`config.mk`:
```
export PLATFORM = sky130hd
export DESIGN_NAME = game_sequencer
export DESIGN_NICKNAME = d
export VERILOG_FILES = /design/src/rtl/game_sequencer_pkg.sv /design/src/rtl/game_sequencer_edge_popcount.sv /design/src/rtl/game_sequencer.sv
export SDC_FILE = /design/constraint.sdc
export NUM_CORES = 1
export LEC_CHECK = 0
export ABC_AREA = 1
export CAP_MARGIN = 20
export CORE_MARGIN = 2
export CORE_UTILIZATION = 60
export DETAILED_ROUTE_END_ITERATION = 12
export PLACE_DENSITY = 0.93
export SLEW_MARGIN = 20
export SYNTH_ARGS = -nofsm -noshare
export SYNTH_HDL_FRONTEND = slang
export SYNTH_HIERARCHICAL = 1
export SYNTH_SLANG_ARGS = --single-unit
```
`constraint.sdc`:
```
create_clock -name clock -period 9.9 [get_ports clock]
set_input_delay 1.98 -clock clock [delete_from_list [all_inputs] [get_ports clock]]
set_output_delay 1.98 -clock clock [all_outputs]
set_load 0.05 [all_outputs]
```
`src/rtl/game_sequencer_pkg.sv`:
```
// game_sequencer_pkg: shared game state encodings, widths and default enemy count.
package game_sequencer_pkg;
  typedef enum logic [1:0] {IDLE = 2'd0, PLAY = 2'd1, WAVE_CLEAR = 2'd2, OVER = 2'd3} state_t;
  localparam int NUM_ENEMY1_DEF = 6;
  localparam int SCORE_W = 16;
  localparam int WAVE_W = 8;
endpackage

```
`src/rtl/game_sequencer_edge_popcount.sv`:
```
// edge_popcount: counts enemies whose dead flag rose this cycle.
module edge_popcount #(
  parameter int NUM_ENEMY1 = 6
) (
  input  logic [NUM_ENEMY1-1:0] cur,
  input  logic [NUM_ENEMY1-1:0] prev,
  output logic [3:0]            count
);
  always_comb begin
    count = 4'd0;
    for (int i = 0; i < NUM_ENEMY1; i++) count = count + 4'(cur[i] & ~prev[i]);
  end
endmodule

```
`src/rtl/game_sequencer.sv`:
```
// game_sequencer: game flow FSM tracking score, lives and waves.
module game_sequencer
  import game_sequencer_pkg::*;
#(
  parameter int NUM_ENEMY1   = NUM_ENEMY1_DEF,
  parameter int START_LIVES  = 3,
  parameter int CLEAR_FRAMES = 60
) (
  input  logic                  clock,
  input  logic                  resetn,
  input  logic                  frame_tick,
  input  logic                  start_btn,
  input  logic [NUM_ENEMY1-1:0] enemy_dead,
  input  logic                  ship_hit,
  output logic                  game_active,
  output logic                  wave_init,
  output logic [SCORE_W-1:0]    score,
  output logic [1:0]            lives,
  output logic [WAVE_W-1:0]     wave,
  output logic [1:0]            state
);
  state_t st, st_n;
  logic [SCORE_W-1:0] score_n;
  logic [SCORE_W:0] sum;
  logic [1:0] lives_n;
  logic [WAVE_W-1:0] wave_n;
  logic [15:0] cnt, cnt_n;
  logic armed, btn_q, press, init_n;
  logic [NUM_ENEMY1-1:0] dead_prev;
  logic [3:0] kills;
  edge_popcount #(.NUM_ENEMY1(NUM_ENEMY1)) u_pop (.cur(enemy_dead), .prev(dead_prev), .count(kills));
  assign press = start_btn & ~btn_q;
  assign sum = {1'b0, score} + 17'(kills);
  assign state = st;
  always_comb begin
    st_n = st;
    score_n = score;
    lives_n = lives;
    wave_n = wave;
    cnt_n = cnt;
    init_n = 1'b0;
    case (st)
      IDLE: if (press) begin
        st_n = PLAY;
        score_n = '0;
        lives_n = 2'(START_LIVES);
        wave_n = 8'd1;
        init_n = 1'b1;
      end
      PLAY: begin
        score_n = sum[SCORE_W] ? '1 : sum[SCORE_W-1:0];
        lives_n = ship_hit ? lives - 2'd1 : lives;
        // a final hit outranks a simultaneous wave clear
        if (ship_hit && lives == 2'd1) st_n = OVER;
        else if (armed && &enemy_dead) begin
          st_n = WAVE_CLEAR;
          cnt_n = 16'(CLEAR_FRAMES);
        end
      end
      WAVE_CLEAR: if (frame_tick) begin
        cnt_n = cnt - 16'(cnt != 16'd0);
        if (cnt <= 16'd1) begin
          st_n = PLAY;
          wave_n = &wave ? wave : wave + 8'd1;
          init_n = 1'b1;
        end
      end
      default: if (press) st_n = IDLE;
    endcase
  end
  always_ff @(posedge clock) begin
    if (!resetn) begin
      st <= IDLE;
      score <= '0;
      lives <= '0;
      wave <= '0;
      cnt <= '0;
      armed <= 1'b0;
      btn_q <= 1'b0;
      dead_prev <= '0;
      game_active <= 1'b0;
      wave_init <= 1'b0;
    end else begin
      st <= st_n;
      score <= score_n;
      lives <= lives_n;
      wave <= wave_n;
      cnt <= cnt_n;
      armed <= (st == PLAY) & (armed | frame_tick);
      btn_q <= start_btn;
      dead_prev <= enemy_dead;
      game_active <= (st_n == PLAY);
      wave_init <= init_n;
    end
  end
endmodule

```
; Word-level counts from Yosys, hierarchy flattened
; Cells that the tools add are included.
[totals]
mem_bits_rw = 0
rom_bits = 0
register_bits = 54
wordCells = 86
inputBits = 11
n_memories = 0
latch_bits = 0
out_inout_bits = 30
[classes]
bitwise_logic = 16
div = 0
n_mux = 26
shifts = 0
n_reduce_logical = 13
add_sub_neg = 9
mul = 0
n_eq_ne = 11
magnitude_cmp = 1
[ops]
columns = op, n
row1 = $mux 16, 5
row2 = $pmux 16 s2, 2
row3 = $mux 8, 4
row4 = $and 1x4->4, 6
row5 = $not 1->4, 6
row6 = $add 4x4->4, 5
row7 = $add 16x4->17, 1
row8 = $le 16x1->1 const B, 1
row9 = $mux 2, 8
row10 = $pmux 8 s2, 1
row11 = $reduce_bool 16->1, 1
row12 = $sub 16x1->16, 1
row13 = $ne 2x2->1 const B, 7
row14 = $add 8x1->8 const B, 1
row15 = $reduce_and 8->1, 1
row16 = $eq 2x1->1 const B, 3
row17 = $pmux 2 s3, 1
row18 = $reduce_and 6->1, 1
row19 = $reduce_bool 2->1, 3
row20 = $reduce_and 5->1, 1
row21 = $pmux 2 s2, 1
row22 = $reduce_and 4->1, 1
row23 = $mux 1, 3
row24 = $reduce_and 3->1, 1
row25 = 9 further kinds, 11

; Longest topological paths before layout
; Gate-level depths: netlist (run 1).
[logic_depth]
depth_word = 10
depth_mapped = 19
mapped_depth_nobuf = 19

; Cells and area by module
; The synthesis (run 1) kept the hierarchy.
[by_module_without_submodules]
columns = mod, seq_area_each_um2, area_per_inst_um2, instances, cells_each
row1 = game_sequencer, 1081.0, 3203.1, 1, 483
row2 = edge_popcount, 0.0, 142.6, 1, 21

; Least setup slack after synthesis (run 1)
; OpenSTA, ideal clock, no wires.
[synth_path]
kind = input to register
startpoint = input port enemy_dead[3]
endpoint = register score[2]
setup_slack_ns = 4.735
arrival_ns = 5.107
cell_stages = 16
required_time_ns = 9.842
path_buffers = 0
setup_time_ns = 0.058
cell_sequence = nand2_1 fa_1 fa_1 inv_1 ha_1 fa_1 inv_1 fa_1 inv_1 nand3_1 nand2_1 nand2_2 nor2_2 nand2_2 a21oi_1 a21o_1
[synth_between]
elab_chain_cells = 7
[synth_rtl]
columns = element, line_no
row1 = "start, declared", game_sequencer.sv:13  ; input logic [NUM_ENEMY1-1:0] enemy_dead,
row2 = $and 1x4->4, game_sequencer_edge_popcount.sv:11  ; for (int i = 0; i < NUM_ENEMY1; i++) count = count + 4'(cur[i] & ~prev[i]);
row3 = $add 4x4->4 (3 in series), game_sequencer_edge_popcount.sv:11
row4 = net kills[1], game_sequencer.sv:30  ; logic [3:0] kills;
row5 = $add 16x4->17, game_sequencer.sv:33  ; assign sum = {1'b0, score} + 17'(kills);
row6 = $mux 16, game_sequencer.sv:51  ; score_n = sum[SCORE_W] ? '1 : sum[SCORE_W-1:0];
row7 = $pmux 16 s2, game_sequencer.sv:42  ; case (st)
row8 = "end signal, assigned", game_sequencer.sv:85  ; score <= score_n;
row9 = "end, declared", game_sequencer.sv:17  ; output logic [SCORE_W-1:0] score,
; The timed path passes the listed nets, and every way through them passes these cells.
; A chain may end at the register's enable or synchronous reset.

; Worst setup path in the final report (run 1)
[layout_path]
startpoint = input port enemy_dead[3]
endpoint = register score[8]
; Same word-level chain as after synthesis.

==> results of run 1 <==
area by class of cell:
type	instances	area, um2	share of cell area
Multi-Input combinational cell	362	1910	0.491
Tap cell	72	90.1	0.0232
Inverter	79	298	0.0767
Clock inverter	1	30.0	0.00773
Clock buffer	7	76.3	0.0197
Sequential cell	54	1080	0.278
Timing Repair Buffer	40	400	0.103
cells in the mapped netlist, types with 2 or more instances:
library cell,instances,share of area
nor2_4,4,0.013
o31ai_1,2,0.0045
inv_2,5,0.0056
nand2_4,2,0.0067
nor2_2,8,0.015
fa_1,4,0.024
ha_1,9,0.034
nand3_1,40,0.060
inv_1,73,0.082
a21oi_1,25,0.037
nor3b_1,3,0.0067
nand3_4,2,0.010
xor2_1,5,0.013
a21o_1,2,0.0045
nand2_1,151,0.17
nand2_2,3,0.0056
clkbuf_1,3,0.0034
dfxtp_1,54,0.32
buf_2,2,0.0030
nand4_1,18,0.034
o21ai_0,26,0.039
nor2_1,41,0.046
nor3_1,3,0.0045
o211ai_1,2,0.0045
flip-flops by register name, indices dropped and copies added (netlist names):
name	flops
game_active	1
cnt	16
dead_prev	6
btn_q	1
armed	1
wave_init	1
lives	2
wave	8
score	16
state	2
critical path: stages:
cell and delay, ps:
clkdlybuf4s50_1 500, nand2_1 90, fa_1 500, fa_1 540, inv_1 40, ha_1 200
fa_1 500, inv_1 60, fa_1 420, inv_1 80, nand3_1 80, nand2_1 130
nand2_2 110, nor2_2 150, nand2_2 140, nand3_1 120, nand2_1 50, o21ai_0 80
stage by stage:
stage | power, mW | worst slack, ps | hold WS [ps] | instances
floorplan | 0.298 | 4730 | 435 | 504
global placement | 0.320 | 4080 | 453 | 607
detailed placement | 0.324 | 4000 | 459 | 607
CTS | 0.469 | 4320 | 472 | 615
global route | 0.488 | 4030 | 490 | 615
finish | 0.462 | 4320 | 473 | 615
layer usage:
layer | track usage | vias to the layer above | part of all wire
met5 | 0 | - | 0
met4 | 0.0842 | 0 | 0.014
met3 | 0.0402 | 10 | 0.036
met2 | 0.461 | 70 | 0.51
met1 | 0.295 | 1475 | 0.44
li1 | - | 1681 | -
cells by family after synthesis:
kind of cell,after synthesis
other cells,1
fa+ha+maj,13
flops,54
xor+xnor,6
simple gates,281
buf+inv,88
compound gates,61
power groups by stage:
stage                     Sequential (mW)  Clock [mW]  Combinational (mW)
final                               0.228       0.144              0.0902
after global routing                0.229       0.158               0.100
after CTS                           0.228       0.150              0.0908
after detailed placement            0.233           0              0.0903
after global placement              0.233           0              0.0873
after floorplan                     0.249           0              0.0487
path summary, 6_finish.rpt:
path / from / end / slack (ps) / cells past startpoint
worst max-delay path: enemy_dead[3] / score[8] / 4320 / 18
worst min-delay path: armed / armed / 470 / 2
worst max register to register: dead_prev[3] / score[8] / 6170 / 18
worst min register to register: armed / armed / 470 / 2
==> impl_metrics.ini, run 1 <==
[outcome]
run_status = finished clean

[logic_synthesis]
synthCells = 504
synth-edff-count = 0
seq_area_frac_synth = 0.323
synthFlopType = dfxtp_1
synth_mux_area_frac = 0
syn_area_mm2 = 0.00335
ys_ff_latch = 54
yosysWarningCount = 6
yosys.area_share.simple = 0.394
async_reset_ff_frac = 0
yosys.area_share.adder = 0.0576
syn_avg_cell_area_um2 = 6.64
synth_fp_nets = 528
synth_compound_area_frac = 0.101
synth_cell_types = 41
synth_xor_xnor_area_share = 0.0157
synth_top_family_by_area = simple AND/OR/NAND/NOR gates

[setup_path]
path_class = input pin to register
cp-end-kind = register
path_max_fanout = 8
arrival_ps = 5800
worstSetupStartpointType = input pin
worst_ep_required_time_ps = 10120

[power_and_ir_drop]
p_leak_nw = 1.79
p_clk_frac = 0.311
p_per_area_mw_per_mm2 = 119
peakVddDrop_mv = 0.0745
p_int_uw = 331
power.share.combinational = 0.195
power_frac_seq = 0.494
p_sw_uw = 131
sw_frac_of_total = 0.284

[global_routing]
grt_max_degree = 24
grt_usage = 0.251
first_global_vias = 2998
grt_pass1_wl_mm = 12.7
globalRoute.totalOverflow = 0
antenna_found_initial = 0

[floorplan]
num_rows = 27
start_util = 0.615
die-area_mm2 = 0.00619
io_pins = 41
die_x_um = 78.7
die_h_um = 78.7
coreArea_mm2 = 0.00544

[timing]
finalSetupTns_ps = 0
worst_pin_slew_ps = 914
period_needed_ps = 5580
rsz0062_at_grt = no
finalSetupViolations = 0
drv_slew = 0
fmax_ghz = 0.179
fin_skew_ps = 6.80
hold_viol_final = 0
slew_headroom = 0.388
fin_crit_sh = 0.563

[clock_network]
cts_tree = built
cts_resized = 0
cts.sinks = 54
post_cts_buffers = 0
cts_buffer_depth = 2
numCtsBuffers = 5
cts-root-buf = clkbuf_8
h-tree-depth = 2
clk_latency_ps = 300
hold_buffers = 0
path_clk_slew_ps = 90

[cells_and_area]
n_antenna_cell = 0
fin_area_mm2 = 0.00388
final_common_cell = nand2_1
fin_nets = 566
fill_cells = 444
areaGrowthSynthToFinish_pct = 16.0
post-route-util = 0.714
final_cell_mix = nand2_1 (151), inv_1 (73), dfxtp_1 (54), nor2_1 (41)
final_layout_size_suffix_gt1_frac = 0.0718

[drt]
totalWireLength_mm = 7.30
via_count = 3236
drtAntennaViolNets = 0
wl_per_cell_um = 11.9
viasPerCell = 5.26
dr.pass1.iters = 4
drt_iter0_markers = 208
drc = 0

[placed_design]
place_hpwl_mm = 5.55
gp_congestion = 0.894
dpl_cell_area_mm2 = 0.00378
numPortBuffers = 40

[min_path]
hp-class = register to register

[run]
drv_cap = 0
No activity file was read; power rests on OpenSTA's default activity.
==> run 2: changes to the inputs <==
--- a/config.mk
+++ b/config.mk
@@ -8,9 +8,9 @@
 export ABC_AREA = 1
 export CAP_MARGIN = 20
 export CORE_MARGIN = 2
-export CORE_UTILIZATION = 60
+export CORE_UTILIZATION = 51
 export DETAILED_ROUTE_END_ITERATION = 12
-export PLACE_DENSITY = 0.93
+export PLACE_DENSITY = 0.85
 export SLEW_MARGIN = 20
 export SYNTH_ARGS = -nofsm -noshare
 export SYNTH_HDL_FRONTEND = slang
==> constraint.sdc (replaced) <==
create_clock -name clock -period 4.72 [get_ports clock]
set_input_delay 0.944 -clock clock [delete_from_list [all_inputs] [get_ports clock]]
set_output_delay 0.944 -clock clock [all_outputs]
set_load 0.05 [all_outputs]
==> impl_metrics.ini, run 2 (synthesis gave the netlist of run 1 again) <==
[outcome]
run_status = finished clean

[min_path]
worstHoldStart = armed
hp-class = register to register
hold_depth = 2
hold_end = armed

[cells_and_area]
final_layout_size_suffix_gt1_frac = 0.0859
fill_cells = 561
post-route-util = 0.620
areaGrowthSynthToFinish_pct = 17.7
n_antenna_cell = 0
final_cell_mix = nand2_1 (150), inv_1 (73), dfxtp_1 (54), nor2_1 (41), clkdlybuf4s50_1 (40)
fin_nets = 570
top_regs = cnt x16, score x16, wave x8
fin_area_mm2 = 0.00394
final_common_cell = nand2_1

[setup_path]
path_class = input pin to register
r2r_cells = 18
path_max_fanout = 6
cp.buffers_inverters = 4
cp_top_family = adder cells
cp-end-kind = register
worstSetupStartpointType = input pin
cp_slowest_cell = fa_1
max_stage_delay_ps = 560
arrival_ps = 4730
r2r_slack_ps = 1070
worstReg2RegStart = dead_prev[1]
reg2reg_to = score[6]
crit_start = enemy_dead[1]
crit_chain = clkdlybuf4s50_1 -> nand2_1 -> fa_1 -> fa_1 -> inv_1 -> ha_1 -> fa_1 -> inv_1 -> fa_2 -> inv_1 -> nand3_1 -> nand2_2 -> nand2_4 -> nor2_4 -> nand4_4 -> o21ai_0 -> nand2_1 -> nand2_1
worst_ep_required_time_ps = 4980

[global_routing]
grt_pass1_wl_mm = 12.6
busiest_layer = met2
grt_usage = 0.208
grtUsageMet1 = 0.252
first_global_vias = 3032
antenna_found_initial = 0
grt_max_degree = 24
globalRoute.totalOverflow = 0
use_met2 = 0.376
met3_usage = 0.0389

[placed_design]
numPortBuffers = 40
gp_congestion = 0.896
detailedPlace.worstSlack_ps = -85.3
dpl_cell_area_mm2 = 0.00381
place_hpwl_mm = 5.57

[drt]
dr.pass1.iters = 5
wl_per_cell_um = 12.2
via_count = 3324
drtAntennaViolNets = 0
drc = 0
viasPerCell = 5.33
drt_iter0_markers = 227
totalWireLength_mm = 7.58

[clock_network]
clk_latency_ps = 310
numCtsBuffers = 5
path_clk_slew_ps = 100
hold_buffers = 0
cts.sinks = 54
cts_buffer_depth = 2
cts_tree = built
h-tree-depth = 2
cts-root-buf = clkbuf_8

[timing]
drv_slew = 0
fin_crit_sh = 0.946
worst_slack_ps = 256
period_needed_ps = 4460
fin_skew_ps = 8.78
hold_viol_final = 0
slew_headroom = 0.400
finalSetupViolations = 0
worst_pin_slew_ps = 896
fmax_ghz = 0.224
rsz0062_at_grt = no

[power_and_ir_drop]
p_per_area_mw_per_mm2 = 242
p_leak_nw = 1.82
peakVddDrop_mv = 0.183
p_total_uw = 953

[floorplan]
die_x_um = 85.0
coreArea_mm2 = 0.00635
io_pins = 41
die_h_um = 85.0
num_rows = 29
start_util = 0.527
die-area_mm2 = 0.00722

[run]
drv_cap = 0
run 2: where the power goes:
part / leakage, nW / internal, mW / switching [mW]
sequential: 0.439 / 0.469 / 0.0103
combinational: 1.34 / 0.0706 / 0.126
clock: 0.0489 / 0.122 / 0.155
run 2: stage by stage:
stage	setup TNS, ps	hold WS (ps)	cells
5_1_grt	0	524	624
3_5_place_dp	-882	459	616
2_1_floorplan	0	435	504
3_3_place_gp	0	445	616
4_1_cts	0	472	624
6_report	0	477	624
run 2: worst register-to-register path, stage by stage (launching register included):
cell	delay [ps]
dfxtp_1	310
inv_1	40
nand2_1	60
fa_1	530
fa_1	560
inv_1	40
ha_1	200
fa_1	500
inv_1	60
fa_2	350
inv_1	80
nand3_1	100
nand2_2	110
nand2_4	80
nor2_4	220
nand4_4	130
o21ai_0	100
nand2_1	70
nand2_1	60
run 2: cell type report:
type                       instances  area, um2  share of cell area
clock buffer                       7       86.3              0.0219
clock inverter                     1       8.76             0.00223
inverter                          79        298              0.0757
multi-input combinational        362       1940               0.492
sequential                        54       1080               0.275
tap                               77       96.3              0.0245
timing repair buffer              44        430               0.109
run 2: repair_timing:
item                       CTS  global route
buffers inserted             0             0
setup endpoints to repair    0             6
gates resized for setup      0             6
run 2: metal layers:
layer  wire length (um)  part of all wire
met3                348             0.046
met2               3680              0.48
met4                 88             0.012
met1               3470              0.46
met5                  0                 0
run 2: how the worst max path moves through the flow:
| stage | cells after the start | slack (ps) | endpoint |
|---|---|---|---|
| 6_report | 18 | 260 | score[6] |
| 5_1_grt | 18 | 10 | score[15] |
| 4_1_cts | 18 | 230 | score[12] |
| 3_5_place_dp | 18 | -90 | score[11] |
| 3_3_place_gp | 18 | 40 | score[9] |
| 2_1_floorplan | 16 | 590 | score[2] |
